### src/rtl/mem_arb_pkg.sv
// Shared types and constants for the I/D main-memory arbiter.
package mem_arb_pkg;

  typedef enum logic [1:0] {
    IDLE    = 2'd0,
    ISSUE   = 2'd1,
    RESP    = 2'd2,
    RELEASE = 2'd3
  } state_t;

  localparam logic OWN_I = 1'b0;
  localparam logic OWN_D = 1'b1;

  localparam logic OP_RD = 1'b0;
  localparam logic OP_WR = 1'b1;

endpackage

### src/rtl/mem_arb_wdog.sv
// Watchdog for the memory ISSUE phase: counts enabled cycles and flags
// expiry in the TIMEOUT_CYC-th consecutive enabled cycle.
module mem_arb_wdog #(
  parameter int unsigned TIMEOUT_CYC = 255
) (
  input  logic clk,
  input  logic rst,
  input  logic en,
  input  logic clr,
  output logic expire_c
);

  localparam int unsigned CNT_W = $clog2(TIMEOUT_CYC + 1);

  logic [CNT_W-1:0] cnt;

  assign expire_c = en && (cnt == CNT_W'(TIMEOUT_CYC - 1));

  // Count while enabled; any cycle outside ISSUE or a completion restarts it.
  always_ff @(posedge clk or negedge rst) begin
    if (!rst) begin
      cnt <= '0;
    end else if (clr || !en) begin
      cnt <= '0;
    end else begin
      cnt <= cnt + CNT_W'(1);
    end
  end

endmodule

### src/rtl/mem_arbiter.sv
// Arbitrates the single main-memory port between the L1 I-cache and D-cache
// controllers. Define ARB_RR_EN for round-robin between simultaneous
// requesters; otherwise the D-side has fixed priority over the I-side.
module mem_arbiter
  import mem_arb_pkg::*;
#(
  parameter int unsigned ADDR_W      = 32,
  parameter int unsigned DATA_W      = 32,
  parameter int unsigned TIMEOUT_CYC = 255
) (
  input  logic              clk,
  input  logic              rst,
  input  logic              i_req,
  input  logic [ADDR_W-1:0] i_addr,
  output logic [DATA_W-1:0] i_rdata,
  output logic              i_ack,
  input  logic              d_rd,
  input  logic              d_wr,
  input  logic [ADDR_W-1:0] d_addr,
  input  logic [DATA_W-1:0] d_wdata,
  output logic [DATA_W-1:0] d_rdata,
  output logic              d_ack,
  output logic              mem_rd,
  output logic              mem_wr,
  output logic [ADDR_W-1:0] mem_addr,
  output logic [DATA_W-1:0] mem_wdata,
  input  logic [DATA_W-1:0] mem_rdata,
  input  logic              mem_ack,
  output logic              busy,
  output logic              err
);

  state_t state;
  state_t state_nxt;

  logic owner;
  logic op;
  logic i_act_c;
  logic d_act_c;
  logic pick_d_c;
  logic wr_c;
  logic grant_c;
  logic done_c;
  logic expire_c;

  assign i_act_c = i_req;
  assign d_act_c = d_rd | d_wr;
  assign wr_c    = pick_d_c & d_wr;

`ifdef ARB_RR_EN
  logic last_d;

  // On contention grant whichever side was not granted last.
  assign pick_d_c = d_act_c & (~i_act_c | ~last_d);

  // Remember the side of every grant; reset means "I granted last".
  always_ff @(posedge clk or negedge rst) begin
    if (!rst) begin
      last_d <= 1'b0;
    end else if (grant_c) begin
      last_d <= pick_d_c;
    end
  end
`else
  assign pick_d_c = d_act_c;
`endif

  // Watchdog only runs while a command is outstanding.
  mem_arb_wdog #(
    .TIMEOUT_CYC(TIMEOUT_CYC)
  ) u_wdog (
    .clk     (clk),
    .rst     (rst),
    .en      (state == ISSUE),
    .clr     (done_c),
    .expire_c(expire_c)
  );

  // State register.
  always_ff @(posedge clk or negedge rst) begin
    if (!rst) begin
      state <= IDLE;
    end else begin
      state <= state_nxt;
    end
  end

  // Next-state logic; mem_ack beats a same-cycle watchdog expiry.
  always_comb begin
    state_nxt = state;
    grant_c   = 1'b0;
    done_c    = 1'b0;
    unique case (state)
      IDLE: begin
        if (i_act_c || d_act_c) begin
          grant_c   = 1'b1;
          state_nxt = ISSUE;
        end
      end
      ISSUE: begin
        if (mem_ack || expire_c) begin
          done_c    = 1'b1;
          state_nxt = RESP;
        end
      end
      RESP:    state_nxt = RELEASE;
      RELEASE: state_nxt = IDLE;
      default: state_nxt = IDLE;
    endcase
  end

  // Registered command, response and status outputs.
  always_ff @(posedge clk or negedge rst) begin
    if (!rst) begin
      owner     <= OWN_I;
      op        <= OP_RD;
      mem_rd    <= 1'b0;
      mem_wr    <= 1'b0;
      mem_addr  <= '0;
      mem_wdata <= '0;
      i_rdata   <= '0;
      d_rdata   <= '0;
      i_ack     <= 1'b0;
      d_ack     <= 1'b0;
      busy      <= 1'b0;
      err       <= 1'b0;
    end else begin
      i_ack <= 1'b0;
      d_ack <= 1'b0;
      busy  <= (state_nxt != IDLE);
      if (grant_c) begin
        owner     <= pick_d_c ? OWN_D : OWN_I;
        op        <= wr_c ? OP_WR : OP_RD;
        mem_addr  <= pick_d_c ? d_addr : i_addr;
        mem_wdata <= d_wdata;
        mem_rd    <= ~wr_c;
        mem_wr    <= wr_c;
      end
      if (done_c) begin
        mem_rd <= 1'b0;
        mem_wr <= 1'b0;
        if (owner == OWN_D) begin
          d_ack <= 1'b1;
        end else begin
          i_ack <= 1'b1;
        end
        if (!mem_ack) begin
          err <= 1'b1;
          if (owner == OWN_D) begin
            d_rdata <= '0;
          end else begin
            i_rdata <= '0;
          end
        end else if (op == OP_RD) begin
          if (owner == OWN_D) begin
            d_rdata <= mem_rdata;
          end else begin
            i_rdata <= mem_rdata;
          end
        end
      end
    end
  end

endmodule

### config.mk
export PLATFORM = sky130hd
export DESIGN_NAME = mem_arbiter
export DESIGN_NICKNAME = d
export VERILOG_FILES = /design/src/rtl/mem_arb_pkg.sv /design/src/rtl/mem_arb_wdog.sv /design/src/rtl/mem_arbiter.sv
export SDC_FILE = /design/constraint.sdc
export NUM_CORES = 1
export LEC_CHECK = 0
export ABC_AREA = 0
export CAP_MARGIN = 20
export CORE_MARGIN = 1.5
export CORE_UTILIZATION = 30
export DETAILED_ROUTE_END_ITERATION = 7
export GPL_TIMING_DRIVEN = 0
export PLACE_DENSITY = 0.64
export SYNTH_ARGS = -nofsm -noshare
export SYNTH_HDL_FRONTEND = slang
export SYNTH_HIERARCHICAL = 1
export SYNTH_SLANG_ARGS = --single-unit
### constraint.sdc
create_clock -name clk -period 2.98 [get_ports clk]
set_clock_uncertainty 0.05 [all_clocks]
set_input_delay 0.596 -clock clk [delete_from_list [all_inputs] [get_ports clk]]
set_output_delay 0.596 -clock clk [all_outputs]
set_load 0.05 [all_outputs]
==> impl_results.md, run 1 <==
* Design area at 9880 um2
* Top post-synthesis cells by count: 146 x dfrtp_1, 128 x mux2_2, 33 x and2_1
* Core area at just over 20000 um2
* Syn Nets at 555
* Slowest stage cell, crit path: clkdlybuf4s50_1
* Type of origin of the critical path: input port
* Slack of the critical path at 522 ps
* Highest metal used: met4
* Final period util at 0.825
* F_max at ~410 MHz
* P&R area growth vs syn at 57.5%
* First-pass GRT wire length at between 20000 and 30000 um
* Post-Synthesis Cells at 419
* DR WL/cell at 16.6 um
* Post-route antenna net violation count at 0
* Initial antenna violation count at 0
* RSZ-0062 raised after global routing: false
* Fraction of layout cells with a size suffix above 1 at 0.291
* Setup CP Type: in -> reg
* # DRC at 0
* Worst-Skew Late Latency at around 400 ps
* Post-synth EDFFs at 0
* Worst endpoint required time at around 3200 ps
* Placed Instances at around 960
* MaxCap Viol Count at 0
* Number of inserted diodes at 0
* Hold WS at between 70 and 80 ps
* Via/cell ratio at 4.45
* CTS H-tree lvls at 4
* Peak supply drop at 0.000853 V
* DR vias at 4405
* WP buf/inv at 4
* Seq/Total Area, Yosys at 0.582
* Post-synth top area cell: dfrtp_1
* Total CTS buffers at 17
* Die X at between 100 and 150 um
* Clk pin slew, worst setup/hold paths at roughly 60 ps
* CP Cell Sequence: clkdlybuf4s50_1 > or2_0 > clkbuf_1 > o21ai_2 > buf_2 > buf_4 > mux2_2
* Final hold vios at 0
* Nets@finish at 842
* Bufs on Longest Clock Path at 2
* Vias in the first global route at roughly 4900
* Initial core utilization at 0.308
* Final Non-Filler Cells at approximately 990
* Clock root cell: clkbuf_16
* Mapped cell area at about 6300 um2
* Clock sinks at between 100 and 150
* DP Wirelength at 12300 um
* Total track usage at 0.155
* Count leader, synth: dfrtp_1
* Placed instance area at 9310 um2
* Met1 wire length at slightly below 7000 um
* Pre-antenna DRT Iters at 4
* Die area at about 22000 um2
* DRT iter0 DRCs at approximately 120
* Avg Inst Size Synth at about 15 um2
* Status: completed
* Largest net degree at the start of global routing at 100
* CP endpoint kind: flop
* Leak Pwr at about 4.3 nW
* Slew headroom at 0.615
* Worst Tran Pin Value at 576 ps
* Delay-heaviest family, CP: buffers and inverters
* Flops & latches, synth at around 150
* Setup repair bufs after CTS at 0
* Library cells used by synthesis at 33
* Hold Crit Class: in -> async
* Final Critical Period at around 2500 ps
* # IOs at 268
* Pwr Density at about 1200 nW/um2
* I/O Buffers at 267
* RD Place Congestion at between 0.7 and 0.8
* Hold-fix buffers at CTS at 0
* Async S/R FF share, synth at 1.00
* Placement row count at 52
* Congestion Overflow GR at 0
* Metal2 WL at ~8000 um
* Post-Place Setup Slack at 11.6 ps
* Setup Viol. Count Final at 0
* Routed wire length at 16400 um
* CTS tree: yes
* Arrival @ worst endpoint at approximately 2700 ps
* Yosys top cell area share at 0.582
* YS warnings at 6
* Critical Path Fanout Max at 10
* Power Total at ~12 mW
* Slowest Stage Delay on Critical Path at 460 ps
* Die height at 148 um
* Area contributors post-synth: dfrtp_1 58%, mux2_2 23%, mux2_4 7.2%
* Met3 wire len at ~1400 um
* Post-CTS resize count at 0
* Slew Limit Fails at 0
* Main synth FF type: dfrtp_1
[per-layer routing]
metal / GRT usage / up-vias
met4: 0.0435 / 0
met3: 0.0620 / 9
met1: 0.181 / 2192
li1: - / 2033
met5: 0 / -
met2: 0.263 / 171
[power by group]
part           switching [mW]  leakage (nW)  total, mW  internal, mW
clock network           0.840         0.271       2.08          1.24
logic                    4.12          2.20       6.76          2.64
registers               0.470          1.80       3.33          2.86
[layout make-up]
class,count,area [um2]
Buffer,22,163
Clock buffer,20,437
Clock inverter,12,133
Fill cell,1796,10500
Inverter,5,18.8
Multi-Input combinational cell,246,2440
Sequential cell,146,3650
Tap cell,270,338
Timing Repair Buffer,268,2700
[through the flow]
stage               utilization  setup TNS [ps]
floorplan                     -               0
global placement          0.456         -679970
detailed placement        0.457               0
CTS                       0.485               0
global route              0.485               0
finish                    0.485               0
[flip-flops by register name (all words and copies together), names as in the netlist, 2 cells and up]
| register | cells |
|---|---|
| mem_addr | 32 |
| u_wdog/cnt | 8 |
| state | 2 |
| d_rdata | 32 |
| mem_wdata | 32 |
| i_rdata | 32 |
[final timing paths]
kind	from	end	slack (ps)	cells past startpoint
min	rst	i_rdata[7]	70	1
min reg2reg	err	err	440	1
max in group asynchronous	rst	mem_wdata[18]	1910	2
max reg2reg	state[1]	i_rdata[9]	660	9
max	d_wr	mem_addr[29]	520	7
min in group clk	err	err	440	1
[logic make-up after synthesis]
logic type,count (synthesis),share of synthesized area
AOI/OAI and AO/OA,15,0.0152
xor gates and xnor gates,3,0.00419
adders and majority gates,2,0.00399
buffers and inverters,27,0.0289
DFF,146,0.582
muxes,160,0.305
and+or+nand+nor,66,0.0604
[cells in the final DEF (no fill, tap or decap), types with 3 or more instances in the layout]
cell | Yosys | layout
nand2_1 | 7 | 7
buf_4 | 3 | 3
clkbuf_16 | 0 | 17
a21oi_1 | 4 | 4
inv_1 | 5 | 5
nand3_1 | 4 | 4
dfrtp_1 | 146 | 146
clkdlybuf4s50_1 | 0 | 266
nor2_1 | 9 | 9
buf_12 | 3 | 3
buf_2 | 10 | 10
o21ai_0 | 5 | 5
and2_1 | 33 | 33
clkinvlp_4 | 0 | 3
clkbuf_1 | 5 | 8
or3_1 | 3 | 3
clkinv_2 | 0 | 3
mux2_4 | 30 | 30
mux2_2 | 128 | 128
Power figures use the tool's default switching activity.
==> run 2: changes to the inputs <==
Clock period 2.98 ns to 2.45 ns, I/O delays scaled along.
==> impl_results.md, run 2 (synthesis gave the netlist of run 1 again) <==
* Hold Crit Class: reg -> reg
* Setup Viol. Count Final at 0
* Worst Tran Pin Value at 576 ps
* Worst-Skew Late Latency at 400 ps
* Slew headroom at 0.615
* Peak supply drop at 0.00104 V
* Clock sinks at between 100 and 150
* Die X at about 150 um
* Critical Path Fanout Max at 10
* Pwr Density at roughly 1500 nW/um2
* Clk pin slew, worst setup/hold paths at approximately 60 ps
* Nets@finish at approximately 840
* R2R Path End: i_rdata[9]
* Hold WS at 442 ps
* Initial core utilization at 0.308
* Slowest Stage Delay on Critical Path at just under 500 ps
* Routed wire length at roughly 16000 um
* Number of inserted diodes at 0
* Leak Pwr at around 4.3 nW
* RD Place Congestion at 0.726
* Fraction of layout cells with a size suffix above 1 at 0.293
* Via/cell ratio at between 4 and 5
* P&R area growth vs syn at 57.9%
* DRT iter0 DRCs at between 100 and 150
* Slowest stage cell, crit path: or4b_1
* Final hold vios at 0
* MaxCap Viol Count at 0
* Placement row count at 52
* Post-Route Utilization at 0.486
* Hold Path Origin: err
* DP Wirelength at roughly 12000 um
* Hold depth at 1
* Die area at roughly 22000 um2
* F_max at 432 MHz
* Setup CP Type: reg -> reg
* WP buf/inv at 3
* Die height at ~150 um
* Total CTS buffers at 17
* RSZ-0062 raised after global routing: false
* # DRC at 0
* Pre-antenna DRT Iters at 6
* Status: completed
* Vias in the first global route at 4917
* Final Critical Period at approximately 2300 ps
* Commonest non-fill, non-tap cell in the layout: clkdlybuf4s50_1
* Slew Limit Fails at 0
* First-pass GRT wire length at ~26000 um
* CP Cell Sequence: nand2b_1 > inv_1 > nand4_1 > nor2_2 > nor2_2 > or4b_1 > buf_6 > buf_12 > mux2_4
* Worst endpoint required time at around 2700 ps
* DR WL/cell at between 15 and 20 um
* Initial antenna violation count at 0
* DR vias at 4410
* Delay-heaviest family, CP: simple AND/OR/NAND/NOR gates
* Congestion Overflow GR at 0
* Bufs on Longest Clock Path at 2
* Most frequent cells in the layout: 266 x clkdlybuf4s50_1, 146 x dfrtp_1, 128 x mux2_2
* Largest net degree at the start of global routing at 100
* Worst R2R Setup Slack at between 100 and 150 ps
* Worst Hold Path EP: err
* CP endpoint kind: flop
* CTS H-tree lvls at 4
* CTS tree: yes
* # IOs at approximately 270
* Core area at slightly above 20000 um2
* Clock root cell: clkbuf_16
* Arrival @ worst endpoint at approximately 2600 ps
* Critical path's most frequent cell: nor2_2
* Worst-case reg-to-reg path depth at 9
* R2r startpoint: state[1]
* Fill count at 1796
* Type of origin of the critical path: flop
* Post-route antenna net violation count at 0
* I/O Buffers at approximately 270
* Total track usage at 0.155
* Final period util at 0.946
run 2: changes by cell type in the layout (fill, tap and decap cells not counted):
cell / change
dlygate4sd3_1: +1
buf_4: +1
nor2_2: +1
buf_2: -1
clkbuf_4: +1
nor2_1: -1
run 2: routing by layer:
layer	part of all wire	track usage	wire [um]
met5	0	0	0
met4	0.0099	0.0435	162
met3	0.084	0.0620	1370
met2	0.49	0.263	7970
met1	0.42	0.181	6890
run 2: where the power goes:
group	leakage [nW]	internal [mW]	total, mW	switching (mW)
sequential	1.80	3.48	4.06	0.572
clock	0.271	1.50	2.53	1.02
combinational	2.21	3.22	8.24	5.02
total	4.29	8.21	14.8	6.61
run 2: worst register-to-register path, stage by stage (launching register included):
cell and delay (ps):
dfrtp_1 410, nand2b_1 180, inv_1 140, nand4_1 120, nor2_2 130, nor2_2 50, or4b_1 490, buf_6 170
buf_12 150, mux2_4 300
run 2: how the worst max path moves through the flow:
stage               slack (ps)  startpoint       endpoint  cells past startpoint
floorplan                  320    state[1]     i_rdata[0]                      9
global placement         -5100         rst  mem_wdata[19]                      1
detailed placement        -410        d_wr   mem_addr[27]                      7
CTS                         20        d_wr   mem_addr[29]                      7
global route                 9    state[1]     i_rdata[0]                      9
finish                     130    state[1]     i_rdata[9]                      9
run 2: metrics by stage:
stage / total power [mW] / cell area (um2) / setup TNS, ps / setup WS, ps / cells
after global placement: 12.3 / 9280 / -762020 / -5100 / 956
after floorplan: 9.50 / 6270 / 0 / 318 / 419
after global routing: 15.5 / 9900 / 0 / 8.83 / 991
after CTS: 15.0 / 9890 / 0 / 17.7 / 990
final: 14.8 / 9900 / 0 / 133 / 991
after detailed placement: 12.4 / 9310 / -24510 / -412 / 957
run 2: layout make-up:
type	instances	area, um2	area share
clock inverters	12	133	0.0134
well taps	270	338	0.0341
repair buffers	270	2720	0.275
plain buffers	22	165	0.0167
clock buffers	20	437	0.0441
flip-flops and latches	146	3650	0.369
inverters	5	18.8	0.00190
multi-input cells	246	2440	0.246
run 2: timing repair:
action                                  in CTS  in global routing
endpoints found under the setup margin       0                 36
gates resized for setup                      0                  2
hold endpoints to repair                    47                  0
buffers inserted                             0                  1
hold buffers                                 1                  0
==> run 3: changes to the inputs <==
Settings changed: CTS_CLUSTER_DIAMETER set to 100.
==> results of run 3 <==
No change in the layout: final DEF, timing and power equal those of run 2.
